### src/rtl/keyboard_pkg.sv
// Shared constants, receiver state encoding and key-event word layout for the PS/2 keyboard front end.
// No logic of its own; imported by the receiver and the top level.
package keyboard_pkg;

    localparam logic [7:0] PS2_EXT      = 8'hE0;
    localparam logic [7:0] PS2_BRK      = 8'hF0;

    localparam logic [7:0] CODE_SHIFT_L = 8'h12;
    localparam logic [7:0] CODE_SHIFT_R = 8'h59;
    localparam logic [7:0] CODE_CTRL    = 8'h14;
    localparam logic [7:0] CODE_ALT     = 8'h11;

    localparam int MOD_W      = 6;
    localparam int MOD_LSHIFT = 0;
    localparam int MOD_RSHIFT = 1;
    localparam int MOD_LCTRL  = 2;
    localparam int MOD_RCTRL  = 3;
    localparam int MOD_LALT   = 4;
    localparam int MOD_RALT   = 5;

    typedef enum logic [1:0] {IDLE, DATA, PARITY, STOP} rx_state_t;

    // Field layout of the delivered word, MSB first.
    typedef struct packed {
        logic             brk;
        logic             ext;
        logic [MOD_W-1:0] mods;
        logic [7:0]       code;
    } key_word_t;

    function automatic logic [MOD_W-1:0] mod_mask(input logic [7:0] code, input logic ext);
        mod_mask = '0;
        case (code)
            CODE_SHIFT_L: mod_mask[MOD_LSHIFT] = !ext;
            CODE_SHIFT_R: mod_mask[MOD_RSHIFT] = !ext;
            CODE_CTRL:    mod_mask[ext ? MOD_RCTRL : MOD_LCTRL] = 1'b1;
            CODE_ALT:     mod_mask[ext ? MOD_RALT : MOD_LALT] = 1'b1;
            default:      mod_mask = '0;
        endcase
    endfunction

endpackage

### src/rtl/ps2_frame_rx.sv
// PS/2 device-to-host frame receiver: synchronises and filters the lines, checks start/parity/stop.
// Result pulses come one cycle after the filtered stop-bit falling edge; there is no backpressure.
module ps2_frame_rx
    import keyboard_pkg::*;
#(
    parameter int FILTER_LEN     = 8,
    parameter int TIMEOUT_CYCLES = 50000,
    parameter bit CHECK_PARITY   = 1'b1
) (
    input  logic       i_clk,
    input  logic       i_reset,
    input  logic       i_ps2_clk,
    input  logic       i_ps2_data,
    output logic [7:0] o_byte,
    output logic       o_byte_valid,
    output logic       o_parity_err_p,
    output logic       o_frame_err_p
);
    localparam int FW = $clog2(FILTER_LEN + 1);
    localparam int TW = $clog2(TIMEOUT_CYCLES + 1);

    logic [1:0]    r_clk_sync;
    logic [1:0]    r_data_sync;
    logic          r_clk_filt;
    logic [FW-1:0] r_filt_cnt;
    logic [TW-1:0] r_tmo_cnt;
    logic [7:0]    r_shift;
    logic [2:0]    r_bit_cnt;
    logic          r_par_ok;
    rx_state_t     r_state;
    rx_state_t     w_state_nxt;
    logic          w_fall;
    logic          w_data;
    logic          w_tmo;
    logic          w_bv;
    logic          w_perr;
    logic          w_ferr;

    assign w_data = r_data_sync[1];
    assign w_fall = r_clk_filt && !r_clk_sync[1] && (r_filt_cnt == FW'(FILTER_LEN - 1));
    assign w_tmo  = (r_tmo_cnt == TW'(TIMEOUT_CYCLES));
    assign o_byte = r_shift;

    always_ff @(posedge i_clk or negedge i_reset) begin
        if (!i_reset) r_state <= IDLE;
        else          r_state <= w_state_nxt;
    end

    // Parity is only reported at the stop bit so the stop edge is never mistaken for a bad start.
    always_comb begin
        w_state_nxt = r_state;
        w_bv        = 1'b0;
        w_perr      = 1'b0;
        w_ferr      = 1'b0;
        if (w_tmo) begin
            w_state_nxt = IDLE;
            w_ferr      = 1'b1;
        end else if (w_fall) begin
            case (r_state)
                IDLE:    if (!w_data) w_state_nxt = DATA; else w_ferr = 1'b1;
                DATA:    if (r_bit_cnt == 3'd7) w_state_nxt = PARITY;
                PARITY:  w_state_nxt = STOP;
                STOP: begin
                    w_state_nxt = IDLE;
                    w_ferr      = !w_data;
                    w_perr      = !r_par_ok;
                    w_bv        = w_data && r_par_ok;
                end
                default: w_state_nxt = IDLE;
            endcase
        end
    end

    always_ff @(posedge i_clk or negedge i_reset) begin
        if (!i_reset) begin
            r_clk_sync     <= 2'b11;
            r_data_sync    <= 2'b11;
            r_clk_filt     <= 1'b1;
            r_filt_cnt     <= '0;
            r_tmo_cnt      <= '0;
            r_shift        <= '0;
            r_bit_cnt      <= '0;
            r_par_ok       <= 1'b0;
            o_byte_valid   <= 1'b0;
            o_parity_err_p <= 1'b0;
            o_frame_err_p  <= 1'b0;
        end else begin
            r_clk_sync  <= {r_clk_sync[0], i_ps2_clk};
            r_data_sync <= {r_data_sync[0], i_ps2_data};
            if (r_clk_sync[1] == r_clk_filt) begin
                r_filt_cnt <= '0;
            end else if (r_filt_cnt == FW'(FILTER_LEN - 1)) begin
                r_filt_cnt <= '0;
                r_clk_filt <= r_clk_sync[1];
            end else begin
                r_filt_cnt <= r_filt_cnt + FW'(1);
            end
            if (w_fall || r_state == IDLE) r_tmo_cnt <= '0;
            else if (!w_tmo)               r_tmo_cnt <= r_tmo_cnt + TW'(1);
            if (r_state == IDLE) r_bit_cnt <= '0;
            if (w_fall && r_state == DATA) begin
                r_shift   <= {w_data, r_shift[7:1]};
                r_bit_cnt <= r_bit_cnt + 3'd1;
            end
            if (w_fall && r_state == PARITY) r_par_ok <= (^{r_shift, w_data}) || !CHECK_PARITY;
            o_byte_valid   <= w_bv;
            o_parity_err_p <= w_perr;
            o_frame_err_p  <= w_ferr;
        end
    end

endmodule

### src/rtl/sync_fifo.sv
// Generic synchronous first-word-fall-through FIFO with a registered read port.
// Latency: a write into an empty FIFO is visible on o_rdata/o_valid the next cycle.
// Backpressure: a write while full is ignored unless a read happens in the same cycle.
module sync_fifo #(
    parameter int WIDTH = 16,
    parameter int DEPTH = 8
) (
    input  logic                   i_clk,
    input  logic                   i_reset,
    input  logic                   i_push,
    input  logic [WIDTH-1:0]       i_wdata,
    input  logic                   i_pop,
    output logic [WIDTH-1:0]       o_rdata,
    output logic                   o_valid,
    output logic                   o_full,
    output logic [$clog2(DEPTH):0] o_level
);
    localparam int AW = $clog2(DEPTH);

    logic [WIDTH-1:0] r_mem [DEPTH];
    logic [AW-1:0]    r_wr_ptr;
    logic [AW-1:0]    r_rd_ptr;
    logic [AW:0]      r_count;
    logic [WIDTH-1:0] r_rdata;
    logic             w_wr;
    logic             w_rd;
    logic [AW-1:0]    w_rd_nxt;

    assign o_full   = (r_count == (AW+1)'(DEPTH));
    assign o_valid  = (r_count != '0);
    assign o_level  = r_count;
    assign o_rdata  = r_rdata;
    assign w_rd     = i_pop && o_valid;
    assign w_wr     = i_push && (!o_full || w_rd);
    assign w_rd_nxt = r_rd_ptr + AW'(w_rd);

    always_ff @(posedge i_clk) begin
        if (w_wr) r_mem[r_wr_ptr] <= i_wdata;
    end

    // The output register preloads the next head; a write landing on that slot is bypassed.
    always_ff @(posedge i_clk or negedge i_reset) begin
        if (!i_reset) begin
            r_wr_ptr <= '0;
            r_rd_ptr <= '0;
            r_count  <= '0;
            r_rdata  <= '0;
        end else begin
            r_wr_ptr <= r_wr_ptr + AW'(w_wr);
            r_rd_ptr <= w_rd_nxt;
            r_count  <= r_count + (AW+1)'(w_wr) - (AW+1)'(w_rd);
            r_rdata  <= (w_wr && (r_wr_ptr == w_rd_nxt)) ? i_wdata : r_mem[w_rd_nxt];
        end
    end

endmodule

### src/rtl/ps2_keyboard_fifo.sv
// PS/2 keyboard front end: prefix/modifier decode, packing into 16-bit words, FIFO and sticky errors.
// Word enters the FIFO 1 cycle after byte_valid; out_valid follows a cycle later when it was empty.
// Consumer stalls with out_ready=0; events arriving while the FIFO is full are dropped and flagged.
module ps2_keyboard_fifo
    import keyboard_pkg::*;
#(
    parameter int DEPTH          = 8,
    parameter int FILTER_LEN     = 8,
    parameter int TIMEOUT_CYCLES = 50000,
    parameter bit CHECK_PARITY   = 1'b1
) (
    input  logic                   i_clk,
    input  logic                   i_reset,
    input  logic                   i_ps2_clk,
    input  logic                   i_ps2_data,
    output logic [15:0]            o_out_data,
    output logic                   o_out_valid,
    input  logic                   i_out_ready,
    input  logic                   i_err_clr,
    output logic                   o_parity_err,
    output logic                   o_frame_err,
    output logic                   o_overflow,
    output logic [$clog2(DEPTH):0] o_fifo_level
);
    logic [7:0]       w_byte;
    logic             w_byte_valid;
    logic             w_perr_p;
    logic             w_ferr_p;
    logic             w_full;
    logic             w_pop;
    logic             w_ovf_p;
    logic [MOD_W-1:0] w_mask;
    logic [MOD_W-1:0] w_mod_nxt;
    logic             r_ext;
    logic             r_brk;
    logic [MOD_W-1:0] r_mod;
    logic             r_push;
    key_word_t        r_word;
    logic             r_parity_err;
    logic             r_frame_err;
    logic             r_overflow;

    ps2_frame_rx #(
        .FILTER_LEN     (FILTER_LEN),
        .TIMEOUT_CYCLES (TIMEOUT_CYCLES),
        .CHECK_PARITY   (CHECK_PARITY)
    ) u_rx (
        .i_clk          (i_clk),
        .i_reset        (i_reset),
        .i_ps2_clk      (i_ps2_clk),
        .i_ps2_data     (i_ps2_data),
        .o_byte         (w_byte),
        .o_byte_valid   (w_byte_valid),
        .o_parity_err_p (w_perr_p),
        .o_frame_err_p  (w_ferr_p)
    );

    assign w_mask    = mod_mask(w_byte, r_ext);
    assign w_mod_nxt = r_brk ? (r_mod & ~w_mask) : (r_mod | w_mask);

    always_ff @(posedge i_clk or negedge i_reset) begin
        if (!i_reset) begin
            r_ext  <= 1'b0;
            r_brk  <= 1'b0;
            r_mod  <= '0;
            r_push <= 1'b0;
            r_word <= '0;
        end else begin
            r_push <= 1'b0;
            if (w_byte_valid) begin
                if (w_byte == PS2_EXT) begin
                    r_ext <= 1'b1;
                end else if (w_byte == PS2_BRK) begin
                    r_brk <= 1'b1;
                end else begin
                    r_push      <= 1'b1;
                    r_word.brk  <= r_brk;
                    r_word.ext  <= r_ext;
                    r_word.mods <= w_mod_nxt;
                    r_word.code <= w_byte;
                    r_mod       <= w_mod_nxt;
                    r_ext       <= 1'b0;
                    r_brk       <= 1'b0;
                end
            end else if (w_perr_p || w_ferr_p) begin
                r_ext <= 1'b0;
                r_brk <= 1'b0;
            end
        end
    end

    assign w_pop   = o_out_valid && i_out_ready;
    assign w_ovf_p = r_push && w_full && !w_pop;

    sync_fifo #(
        .WIDTH   (16),
        .DEPTH   (DEPTH)
    ) u_fifo (
        .i_clk   (i_clk),
        .i_reset (i_reset),
        .i_push  (r_push),
        .i_wdata (r_word),
        .i_pop   (w_pop),
        .o_rdata (o_out_data),
        .o_valid (o_out_valid),
        .o_full  (w_full),
        .o_level (o_fifo_level)
    );

    // A new error in the same cycle as err_clr still sets its flag.
    always_ff @(posedge i_clk or negedge i_reset) begin
        if (!i_reset) begin
            r_parity_err <= 1'b0;
            r_frame_err  <= 1'b0;
            r_overflow   <= 1'b0;
        end else begin
            r_parity_err <= (r_parity_err && !i_err_clr) || w_perr_p;
            r_frame_err  <= (r_frame_err  && !i_err_clr) || w_ferr_p;
            r_overflow   <= (r_overflow   && !i_err_clr) || w_ovf_p;
        end
    end

    assign o_parity_err = r_parity_err;
    assign o_frame_err  = r_frame_err;
    assign o_overflow   = r_overflow;

endmodule
### config.mk
export PLATFORM = sky130hd
export DESIGN_NAME = ps2_keyboard_fifo
export DESIGN_NICKNAME = d
export VERILOG_FILES = /design/src/rtl/keyboard_pkg.sv /design/src/rtl/ps2_frame_rx.sv /design/src/rtl/sync_fifo.sv /design/src/rtl/ps2_keyboard_fifo.sv
export SDC_FILE = /design/constraint.sdc
export NUM_CORES = 1
export LEC_CHECK = 0
export CAP_MARGIN = 0
export CORE_AREA = 4 4 131 133
export CTS_CLUSTER_SIZE = 40
export DETAILED_ROUTE_END_ITERATION = 8
export DIE_AREA = 0 0 135 137
export PLACE_DENSITY_LB_ADDON = 0.1
export SLEW_MARGIN = 15
export SYNTH_ARGS = -nofsm -noshare
export SYNTH_HDL_FRONTEND = slang
export SYNTH_SLANG_ARGS = --single-unit
### constraint.sdc
create_clock -name i_clk -period 3.24 [get_ports i_clk]
set_input_delay 0.648 -clock i_clk [delete_from_list [all_inputs] [get_ports i_clk]]
set_output_delay 0.648 -clock i_clk [all_outputs]
set_load 0.01 [all_outputs]
; ---- Word level (Yosys, flattened, before mapping)
; Memories as Yosys holds them, arrays and structs flattened. A register that Yosys moved wholly into a read port is not among the register bits.
; Index checks and enable logic that the tools add are counted.
[op_classes]
add_sub_neg = 7
magnitude_cmp = 4
eq_ne = 19
muxes = 43
n_bitwise = 6
reduce_logical = 40
[ops]
columns = cell, n
row1 = $mux 16, 2
row2 = $mux 1, 25
row3 = $eq 8x5->1 const B, 3
row4 = $add 16x1->16 const B, 1
row5 = $eq 16x16->1 const B, 1
row6 = $eq 8x8->1 const B, 2
row7 = $logic_and 1x1->1, 15
row8 = $reduce_xor 9->1, 1
row9 = $eq 8x7->1 const B, 1
row10 = $logic_not 1->1, 8
row11 = $mux 2, 4
row12 = $mux 4, 2
row13 = $pmux 2 s4, 1
row14 = $pmux 4 s2, 1
row15 = $add 3x1->3, 2
row16 = $and 6x6->6, 1
row17 = $demux 1 s3, 2
row18 = $logic_or 1x1->1, 6
row19 = $mux 3, 2
row20 = $mux 6, 1
row21 = $ne 3x3->1 const B, 2
row22 = $not 6->6, 1
row23 = $or 6x6->6, 1
row24 = $pmux 1 s3, 2
row25 = 23 further kinds, 32
[totals]
regBits = 74
mem_bits_rw = 128
inputBits = 6
output_inout_bits = 24
wordCells = 145
n_memories = 1
[memory_table]
columns = memory, words, width, read_ports, rd_clocked_by_memory_dff, wr, line_no
row1 = u_fifo.r_mem, 8, 16, 1, 1, 1, sync_fifo.sv:20  ; logic [WIDTH-1:0] r_mem [DEPTH];

; ---- Longest topological paths before layout
; Gate-level depths: netlist of the first run.
[logic_depth]
word_depth = 9
mapped_depth = 14
depth_no_buf = 11

; ---- By module
; Synthesis of the first run repeated with hierarchy kept, for this count alone.
[hier_totals]
cells_unflattened = 587
area_unflattened_um2 = 9011.1
[by_module_without_submodules]
columns = mod, instances, cells_each, area_each_um2, seq_area_each_um2
row1 = sync_fifo, 1, 313, 6028.3, 4494.3
row2 = ps2_frame_rx, 1, 178, 2025.7, 1057.3
row3 = ps2_keyboard_fifo, 1, 96, 957.2, 550.5

; ---- Worst setup path before layout of the first run
; Ideal clock, no wire load.
[synth_timing]
path_kind = reg2reg
startpoint = reg u_fifo.r_count[2] (netlist: u_fifo.o_level[2])
endpoint = reg u_fifo.r_rdata[10] (netlist: u_fifo.o_rdata[10]), read port of u_fifo.r_mem
setup_time_ns = 0.129
arrival_time_ns = 2.940
t_required_ns = 3.111
slack_ns = 0.171
path_stages_with_launch = 15
n_path_buf = 3
period_less_slack_ns = 3.069
cell_sequence = dfrtp_1 > inv_1 > ha_1 > nor3b_4 > buf_2 > inv_1 > and3_1 > ha_1 > xnor2_2 > and2_1 > buf_1 > clkbuf_1 > o211ai_1 > o2111ai_1 > mux2i_1
[synth_between]
elab_chain_cells = 4
[synth_rtl]
columns = element, line_no
row1 = from (decl), sync_fifo.sv:23  ; logic [AW:0] r_count;
row2 = from (signal assigned), sync_fifo.sv:51  ; r_count <= r_count + (AW+1)'(w_wr) - (AW+1)'(w_rd);
row3 = $reduce_bool 4->1 *, sync_fifo.sv:30  ; assign o_valid = (r_count != '0);
row4 = named net o_out_valid, ps2_keyboard_fifo.sv:17  ; output logic o_out_valid,
row5 = $logic_and 1x1->1, ps2_keyboard_fifo.sv:92  ; assign w_pop = o_out_valid && i_out_ready;
row6 = $logic_and 1x1->1 *, sync_fifo.sv:33  ; assign w_rd = i_pop && o_valid;
row7 = $add 3x1->3 *, sync_fifo.sv:35  ; assign w_rd_nxt = r_rd_ptr + AW'(w_rd);
row8 = to (decl), sync_fifo.sv:24  ; logic [WIDTH-1:0] r_rdata;
; The timed path passes the listed nets; every way through them passes the cells marked *.
; A chain may end at the register's enable or synchronous reset.

; ---- Worst setup path in the final report of the first run
[layout_timing]
startpoint = reg u_fifo.r_count[2] (netlist: u_fifo.o_level[2])
endpoint = reg u_fifo.r_rdata[13] (netlist: u_fifo.o_rdata[13]), read port of u_fifo.r_mem
[layout_between]
elab_chain_cells = 4
[layout_rtl]
columns = element, line_no
row1 = $reduce_bool 4->1 *, sync_fifo.sv:30
row2 = $logic_and 1x1->1, ps2_keyboard_fifo.sv:92
row3 = $logic_and 1x1->1 *, sync_fifo.sv:33
row4 = $add 3x1->3 *, sync_fifo.sv:35
; Mark *: on every way between the ends. The rest lies on a longest branch, timed or not.

==> results of run 1 <==
## metrics by stage
stage	area (um^2)	util [%]	worst slack, ns
2_1_floorplan	9560	-	0.1711
3_3_place_gp	10130	64.01	0.3834
3_5_place_dp	10130	64.01	0.2653
4_1_cts	10950	69.20	0.3898
5_1_grt	10950	69.20	0.2166
6_report	10950	69.20	0.3603
## worst reg2reg max path, cell delays in order, from the launching register on
cell and delay (ns):
dfrtp_1 0.37, inv_1 0.12, ha_1 0.22, nor3b_4 0.20, buf_4 0.41, o211a_4 0.46
buf_12 0.25, buf_4 0.21, mux2i_1 0.27, o2111ai_1 0.15, mux2i_1 0.16
## cell usage in the layout (no fill, tap or decap), types with 5 or more instances in the layout
cell type        Yosys  final
nand2_1             38     38
nor3_1              45     41
edfxtp_1           128    128
dfrtp_1             85     85
ha_1                18     18
buf_4                0     31
nand3_1             13     13
clkdlybuf4s50_1      0     28
xor2_1              13     13
o2111ai_1           48     48
nor2_1              31     31
dfstp_2              5      5
inv_1               67     67
clkbuf_16            0     23
mux2_2              11     11
mux2_1               6      6
mux2_4               8      8
nand2b_1             7      7
o21ai_1             12     12
mux2i_1             39     39
nand4_1              5      5
clkbuf_8             0      6
xnor2_1             16     16
o211ai_1            30     30
## kinds of logic (layout without fill, tap and decap cells)
| logic type | Yosys count | after routing | share of synthesized area [%] |
|---|---|---|---|
| simple gates | 164 | 164 | 8.755 |
| fa+ha+maj | 19 | 19 | 2.565 |
| flops | 218 | 218 | 63.83 |
| compound gates | 107 | 107 | 8.847 |
| buf+inv | 119 | 172 | 5.667 |
| xor+xnor | 31 | 31 | 2.997 |
| mux | 64 | 64 | 7.342 |
## path summary, 6_finish.rpt
path / endpoint / slack [ns] / cells after the start
max: u_fifo.o_rdata[13]$_DFF_PN0_ / 0.36 / 10
min: u_rx.r_state[0]$_DFFE_PN0P_ / 0.16 / 1
max reg2reg: u_fifo.o_rdata[13]$_DFF_PN0_ / 0.36 / 10
min reg2reg: u_rx.r_data_sync[1]$_DFF_PN1_ / 0.36 / 0
max in group asynchronous: u_fifo.o_rdata[14]$_DFF_PN0_ / 2.41 / 2
min in group i_clk: u_rx.r_data_sync[1]$_DFF_PN1_ / 0.36 / 0
## power breakdown
part	total (mW)	internal (mW)	switching [mW]
Sequential	3.22	3.10	0.119
Clock	2.79	1.75	1.04
Combinational	2.68	1.17	1.51
## sequential cells by signal, summed over array words and instances (netlist names), 2 cells and up, named ones only
name              flops
u_fifo.o_rdata       16
u_rx.r_bit_cnt        3
r_word               10
u_fifo.r_rd_ptr       3
u_rx.r_clk_sync       2
u_rx.r_tmo_cnt       16
u_fifo.r_wr_ptr       3
u_rx.r_data_sync      2
u_rx.r_filt_cnt       4
u_fifo.o_level        4
u_rx.r_state          2
u_fifo.r_mem        128
u_rx.o_byte           8
## routing by layer
metal,track usage (%),up-vias
li1,-,2711
met1,31.52,2958
met2,39.72,217
met3,4.963,30
met4,5.711,0
met5,0,-
## final cells by class
type                       instances  area share, %
multi-input combinational        385          26.87
inverter                          70          2.399
timing repair buffer              61          5.049
clock inverter                    10          1.428
sequential                       218          55.71
tap                              216          2.467
clock buffer                      31          6.077
==> run_results.csv, run 1 <==
group,metric,value,unit
run_status,status,"finished, final reports clean",
synth,ys_dominant_reg_cell,"edfxtp_1",
clock_tree,post_cts_buffers,0,
setup_path,cp_data_arrival_time,3.30,ns
pwr,ir_drop,0.6834,mV
pwr,total_power,8.684,mW
setup_path,path_class,"reg2reg",
floorplan,start_util,60.40,%
cells_and_area,stdcell_count,991,
cells_and_area,fillers,1114,
floorplan,fp.dieH,137,um
synth,syn_inst,722,
floorplan,ios,30,
synth,synth-async-reset-ratio,41.28,%
global_routing,grt_pass1_wl,33370,um
routing,wl_met3,1452,um
synth,synth_largest_area_cell,"edfxtp_1",
synth,syn_nets,747,
floorplan,die_w,135,um
global_routing,grt_antenna_before_repair,0,
placed_design,dp_cells,950,
pwr,power_density,792.9,nW/um^2
sta,drv_slew,0,
synth,synth_top_area_share,40.20,%
pwr,cellLeakagePower,4.585,nW
clock_tree,clock_sinks,218,
run,maxCapViolCount,0,
synth,synth-edff-count,128,
synth,syn_area,9560,um^2
cells_and_area,seq_area,6102,um^2
clock_tree,cts-resized-gates,0,
sta,min_period,2.880,ns
routing,dr.pass1.iters,5,
synth,yosysMostFrequentCell,"edfxtp_1",
cells_and_area,layout-area-overhead-vs-synth,14.57,%
sta,worst_pin_slew,0.6006,ns
setup_path,crit_start,"u_fifo.o_level[2]$_DFF_PN0_",
routing,postRouteAntennaNets,0,
setup_path,endpoint_kind,"register",
clock_tree,clock-root-buffer,"clkbuf_16",
routing,top_layer,"met4",
routing,avgViaCountPerCell,5.970,
synth,yosys_warnings,0,
clock_tree,cts_buffers,23,
min_path,worstHoldPathType,"in2async",
sta,rsz0062_at_grt,"no",
synth,ys_ff_latch,218,
synth,ys_top_cells_by_area,"edfxtp_1 (40%), dfrtp_1 (22%), o2111ai_1 (4.4%)",
floorplan,core_area,15830,um^2
setup_path,crit_required,3.66,ns
setup_path,r2r-start,"u_fifo.o_level[2]$_DFF_PN0_",
global_routing,gr-total-overflow,0,
synth,ys_seq_area_share,63.83,%
placed_design,place_hpwl,13860,um
routing,routed-wl-met2,10430,um
synth,synth_cell_type_count,55,
synth,yosys-top-cells-count,"edfxtp_1 (128), dfrtp_1 (85), inv_1 (67)",
sta,hold_viol,0,
setup_path,crit_slowest_cell,"o211a_4",
setup_path,critical_path_buf_inv_count,4,
setup_path,cpLargestDelayFamily,"buffers and inverters",
setup_path,path_cells,"inv_1 > ha_1 > nor3b_4 > buf_4 > o211a_4 > buf_12 > buf_4 > mux2i_1 > o2111ai_1 > mux2i_1",
global_routing,grt_usage,23.48,%
clock_tree,clockBufferDepth,3,
global_routing,grt_pass1_vias,5990,
routing,wire_per_inst,21.22,um
setup_path,startpoint_type,"register",
setup_path,slowest_delay,0.46,ns
cells_and_area,fin_nets,784,
sta,slew-limit-headroom,59.96,%
floorplan,rows,46,
clock_tree,clkLatencyLatePin,0.50,ns
global_routing,grt_max_degree,48,
clock_tree,cts-hold-fix-buffers,0,
placed_design,port_buffers,29,
sta,fmaxAchievable,347.3,MHz
sta,tns,0,ns
setup_path,cp_max_fo,34,
routing,met1_length,8760,um
cells_and_area,layout-drive-gt1-share,14.32,%
routing,drc,0,
synth,synth.avg_cell_area,13.24,um^2
routing,first_iter_violations,353,
routing,wirelength,21030,um
clock_tree,htreeDepth,1,
clock_tree,cts_tree,"done",
routing,vias,5916,
sta,fin_worst_skew,0.005833,ns
floorplan,dieArea,18500,um^2
placed_design,place_congestion,0.8991,
cells_and_area,antennaDiodeCount,0,
sta,finalSetupViolCount,0,
cells_and_area,multiInputGateArea,2943,um^2
sta,fin_crit_sh,88.88,%
sta,hold-worst-slack,0.1602,ns
clock_tree,path_clk_slew,0.06,ns
Power figures use the tool's default switching activity.
==> inputs of run 2 (changes only) <==
Settings changed: CORE_AREA 4 4 131 133 to 4 4 127 129, DIE_AREA 0 0 135 137 to 0 0 131 133, HOLD_SLACK_MARGIN from default to 0.08, SYNTH_HIERARCHICAL from default to 1.
==> run 2 against run 1 <==
  * Register-to-register slack hardly changed
  * Sequential power is 5% lower
  * Final area is 5.9% lower
  * Hold slack worse by 0.010 ns
  * Total power is 23% lower
  * Synthesized area is 5.7% lower
  * Via count is 18% lower
  * First-iteration DRC count is 21% lower
==> run_results.csv, run 2 <==
group,metric,value,unit
run_status,status,"finished, final reports clean",
pwr,seqPwrFrac,45.5,%
clock_tree,cts-hold-fix-buffers,0,
run,maxCapViolCount,0,
setup_path,critical_path_buf_inv_count,3,
clock_tree,cts_buffers,22,
setup_path,cp_data_arrival_time,3.25,ns
setup_path,ff2ff_setup_slack,0.36,ns
clock_tree,clock-root-buffer,"clkbuf_16",
sta,rsz0062_at_grt,"no",
setup_path,path_class,"reg2reg",
synth,synth.avg_cell_area,15.35,um^2
floorplan,ios,30,
placed_design,place_congestion,0.7623,
sta,min_period,2.880,ns
cells_and_area,layout-drive-gt1-share,19.88,%
routing,wirelength,16780,um
setup_path,critical_path_depth,13,
setup_path,crit_start,"u_fifo/o_level[2]$_DFF_PN0_",
setup_path,crit_slowest_cell,"dfrtp_1",
sta,worst_pin_slew,0.6672,ns
routing,wire_per_inst,19.93,um
pwr,cellLeakagePower,4.451,nW
global_routing,grt_usage,20.24,%
pwr,p_int,4.922,mW
clock_tree,post_cts_buffers,0,
cells_and_area,antennaDiodeCount,0,
routing,drc,0,
setup_path,startpoint_type,"register",
pwr,clockPowerShare,33.9,%
routing,first_iter_violations,280,
pwr,power_density,649.3,nW/um^2
synth,synth-edff-count,128,
global_routing,gr-total-overflow,0,
pwr,ir_drop,0.6535,mV
clock_tree,cts_tree,"done",
pwr,p_sw,1.773,mW
global_routing,grt_pass1_wl,27170,um
floorplan,fp.dieH,133,um
synth,synth_largest_area_cell,"edfxtp_1",
sta,tns,0,ns
placed_design,dp_cells,802,
synth,syn_area,9011,um^2
cells_and_area,most-common-layout-cells,"edfxtp_1 (128), nand2_1 (95), dfrtp_1 (85)",
cells_and_area,final_common_cell,"edfxtp_1",
cells_and_area,largest_register,"u_fifo/r_mem",
clock_tree,path_clk_slew,0.06,ns
setup_path,slowest_delay,0.38,ns
synth,yosys-top-cells-count,"edfxtp_1 (128), nand2_1 (95), dfrtp_1 (85)",
cells_and_area,stdcell_count,842,
setup_path,endpoint_kind,"register",
sta,drv_slew,0,
synth,synth_cell_type_count,56,
sta,fmaxAchievable,347.3,MHz
floorplan,start_util,59.94,%
routing,vias,4852,
cells_and_area,fin_nets,664,
pwr,swShare,26.48,%
floorplan,core_area,15030,um^2
sta,fin_worst_skew,0.005569,ns
floorplan,die_w,131,um
sta,finalSetupViolCount,0,
cells_and_area,largest_reg_flops,128,
global_routing,grt_pass1_vias,5197,
pwr,combPwrFrac,20.6,%
synth,syn_inst,587,
clock_tree,clkLatencyLatePin,0.49,ns
synth,synth_top_area_share,42.65,%
synth,ys_seq_area_share,67.72,%
cells_and_area,final_area,10310,um^2
cells_and_area,fillers,1022,
placed_design,dpl_cell_area,9656,um^2
synth,ys_ff_latch,218,
clock_tree,clockBufferDepth,3,
routing,postRouteAntennaNets,0,
sta,hold_viol,0,
setup_path,path_cells,"inv_1 > ha_1 > nand2_1 > and2_1 > nand2_1 > inv_1 > ha_2 > ha_1 > xnor2_4 > xnor2_1 > nor4_4 > buf_12 > mux2_2",
placed_design,place_hpwl,10770,um
floorplan,dieArea,17420,um^2
synth,yosys_warnings,6,
synth,yosysMostFrequentCell,"edfxtp_1",
synth,ys_dominant_reg_cell,"edfxtp_1",
setup_path,cpLargestDelayFamily,"simple AND/OR/NAND/NOR gates",
clock_tree,clock_sinks,218,
floorplan,rows,45,
min_path,worstHoldPathType,"in2async",
setup_path,crit_path_end,"u_fifo/o_rdata[11]$_DFF_PN0_",
setup_path,crit_required,3.61,ns
setup_path,cp_max_fo,16,
setup_path,r2r-start,"u_fifo/o_level[2]$_DFF_PN0_",
placed_design,port_buffers,29,
setup_path,ff2ff_path_depth,13,
sta,slew-limit-headroom,55.36,%
synth,syn_nets,613,
synth,synth-async-reset-ratio,41.28,%
setup_path,r2r_end,"u_fifo/o_rdata[11]$_DFF_PN0_",
clock_tree,cts-resized-gates,0,
global_routing,grt_antenna_before_repair,0,
routing,dr.pass1.iters,5,
clock_tree,htreeDepth,1,
sta,fin_crit_sh,88.88,%
routing,avgViaCountPerCell,5.762,
global_routing,grt_max_degree,49,
synth,ys_top_cells_by_area,"edfxtp_1 (43%), dfrtp_1 (24%), mux4_2 (8.0%)",
cells_and_area,layout-area-overhead-vs-synth,14.41,%
[run 2: cell count changes after synthesis, sizes merged, moves of 34 or more]
cell	previous run	this run
inv	70	25
o2111ai	48	0
nor3	45	11
nand2	38	95
[run 2: stage by stage]
stage	power, mW	hold slack (ns)	setup WS, ns	utilization [%]
final	6.695	0.1499	0.3603	68.58
after global routing	7.011	0.1760	0.1598	68.58
after CTS	6.800	0.1532	0.3461	68.58
after detailed placement	4.516	0.3488	0.06482	64.23
after global placement	4.489	0.3469	0.1400	64.23
after floorplan	3.971	0.3452	0.003437	-
[run 2: cell type report]
class | instances | area (um^2) | area share [%]
tap | 188 | 235.2 | 2.282
sequential | 218 | 6102 | 59.19
multi-input combinational | 323 | 2723 | 26.41
clock inverter | 12 | 60.06 | 0.5825
timing repair buffer | 47 | 498.0 | 4.830
clock buffer | 28 | 594.3 | 5.765
inverter | 26 | 97.59 | 0.9466
[run 2: cells by family after synthesis]
| family | count (synthesis) | share of synthesized area [%] |
|---|---|---|
| buffers and inverters | 46 | 2.388 |
| adders and majority gates | 20 | 2.860 |
| and+or+nand+nor | 185 | 10.08 |
| AOI/OAI and AO/OA | 27 | 2.041 |
| muxes | 65 | 12.02 |
| DFF | 218 | 67.72 |
| xor gates and xnor gates | 26 | 2.888 |
[run 2: how the worst min path moves through the flow]
| stage | endpoint | slack, ns | depth (start not counted) |
|---|---|---|---|
| floorplan | asynchronous set/reset pin | 0.35 | 0 |
| global placement | u_rx/r_clk_sync[1]$_DFF_PN1_ | 0.35 | 0 |
| detailed placement | u_rx/r_clk_sync[1]$_DFF_PN1_ | 0.35 | 0 |
| CTS | u_rx/r_filt_cnt[1]$_DFF_PN0_ | 0.15 | 1 |
| global route | u_rx/r_filt_cnt[1]$_DFF_PN0_ | 0.18 | 1 |
| finish | u_rx/r_filt_cnt[1]$_DFF_PN0_ | 0.15 | 1 |
[run 2: power by group through the flow]
stage / sequential (mW) / combinational (mW) / clock (mW)
finish: 3.05 / 1.38 / 2.27
global route: 3.06 / 1.50 / 2.45
CTS: 3.05 / 1.42 / 2.33
detailed placement: 3.10 / 1.41 / 0
global placement: 3.10 / 1.39 / 0
floorplan: 3.10 / 0.869 / 0
[run 2: worst reg2reg max path, delay by kind of cell, from the launching register on]
| family | cells | cell delay (ns) |
|---|---|---|
| buffers and inverters | 3 | 0.38 |
| xor gates and xnor gates | 2 | 0.33 |
| and+or+nand+nor | 4 | 0.72 |
| muxes | 1 | 0.37 |
| adders and majority gates | 3 | 0.56 |
| DFF | 1 | 0.38 |
[run 2: metal layers]
metal	part of all wire, %	track usage, %	vias to the layer above	wire length [um]
li1	-	-	2245	-
met1	41	26.29	2491	6889
met2	53	35.41	87	8924
met3	3.8	3.593	29	638
met4	2.0	4.743	0	329
met5	0	0	-	0
